**src/rtl/pc_pkg.sv**
```systemverilog
// Shared definitions for the program counter front end: the per-cycle
// action encoding and the default address width.
package pc_pkg;

   localparam int PC_ADDR_W = 16;

   typedef enum logic [2:0] {
      PC_OP_RESET,
      PC_OP_IRQ,
      PC_OP_RECOVER,
      PC_OP_SET,
      PC_OP_HOLD,
      PC_OP_INC
   } pc_op_t;

   // Exactly one action per cycle: reset > interrupt > recovery > set > lock > increment.
   function automatic pc_op_t pc_decode(input logic rst,
                                        input logic irq,
                                        input logic recover,
                                        input logic set,
                                        input logic lock);
      if (rst)          return PC_OP_RESET;
      else if (irq)     return PC_OP_IRQ;
      else if (recover) return PC_OP_RECOVER;
      else if (set)     return PC_OP_SET;
      else if (lock)    return PC_OP_HOLD;
      else              return PC_OP_INC;
   endfunction

endpackage

```
**src/rtl/pc_save_stack.sv**
```systemverilog
// LIFO of saved return addresses. The parent never pushes and pops in the
// same cycle; requests against a full/empty stack are ignored here.
module pc_save_stack
   import pc_pkg::*;
#(
   parameter int  ADDR_W  = PC_ADDR_W,
   parameter int  DEPTH   = 4,
   localparam int DEPTH_W = $clog2(DEPTH + 1)
) (
   input  logic               clk,
   input  logic               rst,
   input  logic               push,
   input  logic               pop,
   input  logic [ADDR_W-1:0]  data_in,
   output logic [ADDR_W-1:0]  data_out,
   output logic [DEPTH_W-1:0] depth,
   output logic               full,
   output logic               empty
);

   localparam int IDX_W = (DEPTH > 1) ? $clog2(DEPTH) : 1;

   logic [ADDR_W-1:0] mem [DEPTH];

   assign full  = (depth == DEPTH_W'(DEPTH));
   assign empty = (depth == '0);

   // Stale entries above the fill level are masked so they never reach the output.
   assign data_out = empty ? '0 : mem[IDX_W'(depth - DEPTH_W'(1))];

   always_ff @(posedge clk) begin
      if (rst) begin
         depth <= '0;
         // NOTE: the storage array is cleared on reset so no previous context survives it.
         for (int i = 0; i < DEPTH; i++) mem[i] <= '0;
      end else if (push && !full) begin
         // NOTE: non-blocking assignments keep every register update tied to the same edge.
         mem[IDX_W'(depth)] <= data_in;
         depth              <= depth + DEPTH_W'(1);
      end else if (pop && !empty) begin
         depth <= depth - DEPTH_W'(1);
      end
   end

endmodule

```
**src/rtl/program_counter_stack.sv**
```systemverilog
// Program counter with nested-interrupt return stack: picks the next fetch
// address each cycle and tracks sticky stack overflow/underflow.
module program_counter_stack
   import pc_pkg::*;
#(
   parameter int              ADDR_W     = PC_ADDR_W,
   parameter int              DEPTH      = 4,
   parameter logic [ADDR_W-1:0] RESET_ADDR = '0,
   parameter int              STEP       = 1,
   localparam int             DEPTH_W    = $clog2(DEPTH + 1)
) (
   input  logic               clk,
   input  logic               rst,
   input  logic               i_set_enable,
   input  logic [ADDR_W-1:0]  i_set_address,
   input  logic               i_interrupt_enable,
   input  logic [ADDR_W-1:0]  i_interrupt_address,
   input  logic               i_recovery_enable,
   input  logic               i_lock,
   input  logic               i_address_en,
   output logic [ADDR_W-1:0]  o_address,
   output logic [ADDR_W-1:0]  o_save_top,
   output logic [DEPTH_W-1:0] o_depth,
   output logic               o_full,
   output logic               o_empty,
   output logic               o_overflow,
   output logic               o_underflow
);

   pc_op_t            op;
   logic [ADDR_W-1:0] pc;
   logic              push;
   logic              pop;

   // NOTE: every combinational output gets a value on every path, so no latch is inferred.
   always_comb begin
      op   = pc_decode(rst, i_interrupt_enable, i_recovery_enable, i_set_enable, i_lock);
      push = (op == PC_OP_IRQ)     && !o_full;
      pop  = (op == PC_OP_RECOVER) && !o_empty;
   end

   pc_save_stack #(
      .ADDR_W (ADDR_W),
      .DEPTH  (DEPTH)
   ) u_save_stack (
      .clk      (clk),
      .rst      (rst),
      .push     (push),
      .pop      (pop),
      .data_in  (pc),
      .data_out (o_save_top),
      .depth    (o_depth),
      .full     (o_full),
      .empty    (o_empty)
   );

   always_ff @(posedge clk) begin
      case (op)
         PC_OP_RESET: begin
            pc          <= RESET_ADDR;
            o_overflow  <= 1'b0;
            o_underflow <= 1'b0;
         end
         // A rejected interrupt or recovery still consumes the cycle: pc holds.
         PC_OP_IRQ: begin
            if (o_full) o_overflow <= 1'b1;
            else        pc         <= i_interrupt_address;
         end
         PC_OP_RECOVER: begin
            if (o_empty) o_underflow <= 1'b1;
            else         pc          <= o_save_top;
         end
         PC_OP_SET:  pc <= i_set_address;
         PC_OP_HOLD: pc <= pc;
         default:    pc <= pc + ADDR_W'(STEP);
      endcase
   end

   assign o_address = i_address_en ? pc : '0;

endmodule

```
**config.mk**
```make
export PLATFORM = sky130hd
export DESIGN_NAME = program_counter_stack
export DESIGN_NICKNAME = d
export VERILOG_FILES = /design/src/rtl/pc_pkg.sv /design/src/rtl/pc_save_stack.sv /design/src/rtl/program_counter_stack.sv
export SDC_FILE = /design/constraint.sdc
export NUM_CORES = 1
export LEC_CHECK = 0
export CORE_ASPECT_RATIO = 0.8
export CORE_UTILIZATION = 35
export DETAILED_ROUTE_END_ITERATION = 16
export PLACE_DENSITY = 0.65
export SYNTH_ARGS = -nofsm -noshare
export SYNTH_HDL_FRONTEND = slang
export SYNTH_SLANG_ARGS = --single-unit
```
**constraint.sdc**
```tcl
create_clock -name clk -period 4.04 [get_ports clk]
set_input_delay 0.606 -clock clk [delete_from_list [all_inputs] [get_ports clk]]
set_output_delay 0.606 -clock clk [all_outputs]
set_load 0.05 [all_outputs]
```
==> results of run 1 <==
## worst max-delay path: cells and delay by family (launching register included)
family | cells | cell delay [ns]
buffers and inverters | 2 | 0.37
flip-flops | 1 | 0.54
multiplexers | 1 | 0.48
adder cells (fa/ha/maj) | 1 | 0.91
AND/OR/NAND/NOR | 1 | 0.19
## synthesized netlist by cell type, types with 2 or more instances
cell	number
o221ai_1	4
a2bb2oi_1	10
nand2b_1	3
a21oi_1	17
or3b_2	2
buf_2	2
a22oi_1	2
nand2_1	23
clkbuf_1	25
and3_1	17
nand3_1	9
or2_2	3
xor2_1	7
nor2b_1	10
ha_1	4
nor3b_1	4
o21ai_0	3
and2_1	77
o31a_1	9
dfxtp_1	3
inv_1	7
nor2_1	4
edfxtp_1	82
xnor2_1	6
nor3_1	2
nor4_1	6
or3_1	2
mux4_2	16
a21o_1	3
nor3_2	3
nand4_1	4
## cells by family after synthesis
group           after synthesis  synth area share (%)
compound gates               53                  8.24
xor+xnor                     13                  2.45
fa+ha+maj                     4                  1.08
buf+inv                      38                  3.39
flops                        85                  54.3
mux                          17                  7.97
simple gates                175                  22.6
## routing by layer
metal / GRT usage (%) / vias to the layer above / share of wire, %
li1: - / 1552 / -
met1: 25.8 / 1714 / 44
met2: 29.4 / 134 / 49
met3: 5.27 / 12 / 6.8
met4: 3.86 / 0 / 0.81
met5: 0 / - / 0
## layout make-up
class,instances,area (sq um)
tap,175,219
clock inverter,7,114
sequential,85,2520
fill,1177,7020
clock buffer,9,225
multi-input combinational,262,1970
inverter,7,26.3
timing repair buffer,86,811
## power by group through the flow
stage / Clock (uW) / Sequential (uW) / Combinational (uW)
2_1_floorplan: 0 / 1110 / 410
3_5_place_dp: 0 / 1150 / 620
5_1_grt: 982 / 1140 / 655
4_1_cts: 948 / 1130 / 622
6_report: 943 / 1130 / 618
3_3_place_gp: 0 / 1140 / 611
## per-stage QoR
stage               area (sq um)  instances  power [uW]  setup slack, ns
global route                5890        631        2780            0.478
global placement            5550        615        1750            0.950
floorplan                   4650        385        1520            0.845
finish                      5890        631        2690            0.588
CTS                         5890        631        2700            0.607
detailed placement          5550        615        1760            0.918
## registers in the layout (all words and copies together), names as in the netlist
name	flops
u_save_stack.mem	64
pc	16
u_save_stack.depth	3
o_underflow	1
o_overflow	1
## worst max-delay path by stage
stage                          end  slack (ns)  depth (start not counted)
CTS                  o_save_top[9]        0.61                          5
floorplan           o_save_top[15]        0.84                          6
detailed placement    o_address[3]        0.92                          3
global placement      o_address[1]        0.95                          3
global route        o_save_top[10]        0.48                          5
finish               o_save_top[1]        0.59                          5
==> flow_metrics.tcl, run 1 <==
set metrics [dict create \
    status "completed" \
    core_sq_mm 0.0129 \
    reg2reg_from "u_save_stack.depth[1]$_SDFFE_PP0P_" \
    antenna_found_initial 0 \
    setup_tns_ns 0 \
    initial_utilization_pct 36.0 \
    cp.arrival_ns 2.85 \
    leakage_uw 0.00218 \
    final_common_cell "edfxtp_1" \
    async_flop_share_pct 0 \
    ctsHoldBuffers 0 \
    drt_first_pass_iters 5 \
    synth_warnings 0 \
    cts_setup_buffers 0 \
    ys_types 47 \
    drive_gt1_share_pct 14.7 \
    holdWs_ns 0.542 \
    reg2reg_setup_slack_ns 0.93 \
    routed_via_density 5.41 \
    startpoint "u_save_stack.depth[1]$_SDFFE_PP0P_" \
    htreeDepth 3 \
    syn_area_sq_mm 0.00465 \
    grt_usage_pct 18.8 \
    holdPathStages 1 \
    num_rows 37 \
    rsz0062_at_grt "false" \
    synth_seq_cells 85 \
    drc 0 \
    cts.sinks 85 \
    cts_inserted_buffers 9 \
    ys_top_cells_by_area "edfxtp_1 53%, and2_1 10%, mux4_2 7.8%" \
    reg2reg_to "u_save_stack.mem[0][1]$_SDFFCE_PN0P_" \
    setup_viol 0 \
    drt_iter0_markers 253 \
    wl_um 12200 \
    cp_max_fo 18 \
    holdCritStartpoint "u_save_stack.depth[2]$_SDFFE_PP0P_" \
    endpoint_kind "output pin" \
    vias 3412 \
    cts_tree "done" \
    fmax_mhz 290 \
    syn2layout_area_growth_pct 26.8 \
    syn_inst 385 \
    hold_path_end "u_save_stack.depth[2]$_SDFFE_PP0P_" \
    worstPathRequired_ns 3.43 \
    yosysSeqAreaShare_pct 54.3 \
    synth_nets 428 \
    cts.clk_slew.worst_paths_ns 0.06 \
    utilization_pct 45.6 \
    worst_slew_pin_slew_ns 0.898 \
    clockBufferDepth 2 \
    drv_cap 0 \
    syn_area_per_cell_sq_um 12.1 \
    crit_chain "inv_1 -> ha_1 -> mux4_2 -> and2_1 -> buf_4" \
    swShare_pct 29.8 \
    synth-edff-count 82 \
    antenna_cells 0 \
    power_per_cell_area_mw_per_mm2 456 \
    io_pins 78 \
    grt_max_degree 37 \
    p_comb_share_pct 23.0 \
    layout_common_cells "82 x edfxtp_1, 77 x and2_1, 61 x clkdlybuf4s50_1, 24 x buf_4, 23 x nand2_1" \
    io_buffers 77 \
    worst_clock_skew_ns 0.00746 \
    vdd_ir_drop_max_uv 254 \
    cp-start-kind "flop" \
    clkPwrFrac_pct 35.1 \
    clock-root-buffer "clkbuf_16" \
    hp-class "reg2reg" \
    routedWlPerCell_um 19.3 \
    hold_viol 0 \
    slowest_delay_ns 0.91 \
    min_period_ns 3.45 \
    antenna_left 0 \
    gp_congestion 0.825 \
    slowest_stage "ha_1" \
    final_max_slew_viol_count 0 \
    die_area_sq_mm 0.0137 \
    first_global_vias 3297 \
    max_slew_margin_pct 40.1 \
    synthFlopType "edfxtp_1" \
    seq_power_share_pct 41.9 \
    internal-power_uw 1890 \
    ctsResizeCount 0 \
    fp.dieH_um 105 \
    synth_top_area_share_pct 53.0 \
    crit_type "reg2out" \
    worstSkewPairLatency_ns 0.34 \
    die_w_um 131 \
    dpl.hpwl_um 8350 \
    fin_nets 494 \
    fin_crit_sh_pct 85.4 \
    reg2reg_depth 7 \
    yosys.area.top_type "edfxtp_1" \
    grt_pass1_wl_um 19000 \
    p_sw_uw 802 \
    gr-total-overflow 0 \
]
(Power assumes the default switching activity.)
==> inputs of run 2 (changes only) <==
--- a/config.mk
+++ b/config.mk
@@ -5,6 +5,7 @@
 export SDC_FILE = /design/constraint.sdc
 export NUM_CORES = 1
 export LEC_CHECK = 0
+export ABC_AREA = 1
 export CORE_ASPECT_RATIO = 0.8
 export CORE_UTILIZATION = 35
 export DETAILED_ROUTE_END_ITERATION = 16
==> run 2 against run 1 <==
  * Cell area rose by 3.1%
  * Combinational power rose by 46%
  * Fmax rose by 11%
  * Critical endpoint is now o_save_top[9]
  * Global-route usage rose by 1.3 points
  * Worst setup slack improved by 0.35 ns
  * Flip-flop and latch count did not move
  * Sequential share of layout area fell by 1.3 points
  * Synthesized cell count rose by 49%
  * Hold slack improved by 0.12 ns
==> flow_metrics.tcl, run 2 <==
set metrics [dict create \
    antenna_found_initial 0 \
    final.setup.worst_slack_ns 0.943 \
    syn2layout_area_growth_pct 29.8 \
    htreeDepth 3 \
    worstPathRequired_ns 3.43 \
    reg2reg_setup_slack_ns 1.14 \
    reg2reg_depth 7 \
    p_sw_uw 984 \
    initial_utilization_pct 36.1 \
    io_buffers 77 \
    seqCellArea_sq_mm 0.00252 \
    p_comb_share_pct 31.7 \
    swShare_pct 34.6 \
    synth_top_area_share_pct 52.6 \
    ys_top_cells_by_area "edfxtp_1 53%, nand2_1 13%, nor2_1 9.6%" \
    hp-class "reg2reg" \
    met3_wirelength_um 910 \
    wl_met2_um 5970 \
    status "completed" \
    fmax_mhz 323 \
    layout_common_cells "159 x nand2_1, 120 x nor2_1, 82 x edfxtp_1, 61 x clkdlybuf4s50_1, 56 x inv_1" \
    cts.sinks 85 \
    die_area_sq_mm 0.0138 \
    vias 4111 \
    largest_reg_flops 64 \
    ctsResizeCount 0 \
    clock-root-buffer "clkbuf_16" \
    seq_power_share_pct 39.9 \
    setup_viol 0 \
    cts_setup_buffers 0 \
    io_pins 78 \
    worst_slew_pin_slew_ns 0.776 \
    ys_top_cells_by_count "159 x nand2_1, 120 x nor2_1, 82 x edfxtp_1" \
    worstSkewPairLatency_ns 0.34 \
    routedWlPerCell_um 16.2 \
    grt_usage_pct 20.0 \
    synth_simple_gate_area_share_pct 31.6 \
    top_layer "met4" \
    hold_viol 0 \
    ys_types 30 \
    rsz0062_at_grt "false" \
    place_ws_ns 0.932 \
    wl_um 13400 \
    gr-total-overflow 0 \
    setup_tns_ns 0 \
    drc 0 \
    num_rows 37 \
    internal-power_uw 1860 \
    antenna_left 0 \
    fin_nets 689 \
    ctsHoldBuffers 0 \
    vdd_ir_drop_max_uv 226 \
    min_period_ns 3.10 \
    worst_clock_skew_ns 0.00892 \
    reg_top3 "u_save_stack.mem (64), pc (16), u_save_stack.depth (3)" \
    async_flop_share_pct 0 \
    multi_input_area_sq_mm 0.00183 \
    drv_cap 0 \
    core_sq_mm 0.0130 \
    yosys.area.top_type "edfxtp_1" \
    drt_first_pass_iters 6 \
    syn_area_sq_mm 0.00468 \
    first_global_vias 4079 \
    grt_max_degree 37 \
    synth_xor_area_share_pct 0.935 \
    cts_inserted_buffers 9 \
    synth_warnings 0 \
    cts.clk_slew.worst_paths_ns 0.06 \
    clkPwrFrac_pct 28.4 \
    syn_area_per_cell_sq_um 8.19 \
    antenna_cells 0 \
    final_common_cell "nand2_1" \
    synth_compound_area_share_pct 5.42 \
    cp-start-kind "flop" \
    synth_top_family_by_area "simple AND/OR/NAND/NOR gates" \
    grt_pass1_wl_um 21400 \
    gp_congestion 0.870 \
    holdPathStages 2 \
    synth_nets 615 \
    synth_seq_cells 85 \
    muxShareOfSynthArea_pct 0 \
    die_w_um 131 \
    synthFlopType "edfxtp_1" \
    yosysSeqAreaShare_pct 53.9 \
    cp.arrival_ns 2.49 \
    cts_tree "done" \
    synth-edff-count 82 \
    syn_inst 572 \
    crit_type "reg2out" \
    dpl.hpwl_um 9700 \
    routed_via_density 4.98 \
    drive_gt1_share_pct 8.91 \
    fill_cells 1264 \
    cp_max_fo 16 \
    synth_most_common_cell "nand2_1" \
    met1Wirelength_um 6290 \
    fp.dieH_um 105 \
    drt_iter0_markers 419 \
    final_max_slew_viol_count 0 \
    max_slew_margin_pct 48.1 \
    power_per_cell_area_mw_per_mm2 468 \
    largest-register "u_save_stack.mem" \
    leakage_uw 0.00256 \
    clockBufferDepth 2 \
    synthAdderAreaFrac_pct 1.07 \
    endpoint_kind "output pin" \
    fin_crit_sh_pct 76.7 \
]
[run 2: cell count changes in the layout (fill, tap and decap cells not counted), sizes merged, moves of 16 or more]
cell | before | now
and3 | 17 | 0
nor2 | 5 | 127
mux4 | 16 | 0
nand3 | 9 | 42
inv | 7 | 60
o21ai | 3 | 24
nand2 | 23 | 165
and2 | 78 | 0
[run 2: power groups by stage]
stage               clock network, uW  logic (uW)  registers (uW)
floorplan                           0         515            1140
global placement                    0         887            1150
detailed placement                  0         899            1150
CTS                               815         905            1130
global route                      854         962            1140
finish                            806         902            1130
[run 2: final timing paths]
kind                                      startpoint                              endpoint
setup / recovery  u_save_stack.depth[1]$_SDFFE_PP0P_                         o_save_top[9]
hold / removal    u_save_stack.depth[2]$_SDFFE_PP0P_    u_save_stack.depth[2]$_SDFFE_PP0P_
setup reg to reg  u_save_stack.depth[1]$_SDFFE_PP0P_  u_save_stack.mem[0][5]$_SDFFCE_PN0P_
hold reg to reg   u_save_stack.depth[2]$_SDFFE_PP0P_    u_save_stack.depth[2]$_SDFFE_PP0P_
[run 2: metal layers]
metal  global-route usage [%]  vias up
li1                         -     1999
met1                     28.2     1914
met2                     31.3      177
met3                     3.80       21
met4                     5.90        0
met5                        0        -
[run 2: logic make-up (layout without fill, tap and decap cells)]
kind of cell,after synthesis,in the layout
buffers and inverters,82,161
adders and majority gates,4,4
DFF,85,85
and+or+nand+nor,348,348
xor gates and xnor gates,5,5
AOI/OAI and AO/OA,48,48
[run 2: critical path, stage by stage, from the launching register on]
cell and delay (ns):
dfxtp_1 0.51, inv_1 0.17, ha_1 0.33, inv_1 0.27
o21ai_0 0.43, inv_1 0.07, nor2_1 0.19, buf_12 0.17
[run 2: final cells by class]
class / count / share of cell area, %
clock buffers: 12 / 3.89
clock inverters: 4 / 0.803
inverters: 60 / 3.71
multi-input cells: 405 / 30.2
flip-flops and latches: 85 / 41.5
well taps: 175 / 3.60
repair buffers: 85 / 16.3
[run 2: through the flow]
| step | cells | total power (uW) | instance area (sq um) | utilization [%] | hold slack (ns) |
|---|---|---|---|---|---|
| floorplan | 572 | 1660 | 4680 | - | 0.612 |
| global placement | 810 | 2040 | 5790 | 44.7 | 0.608 |
| detailed placement | 810 | 2050 | 5790 | 44.7 | 0.638 |
| CTS | 826 | 2850 | 6080 | 46.9 | 0.649 |
| global route | 826 | 2960 | 6080 | 46.9 | 0.676 |
| finish | 826 | 2840 | 6080 | 46.9 | 0.660 |
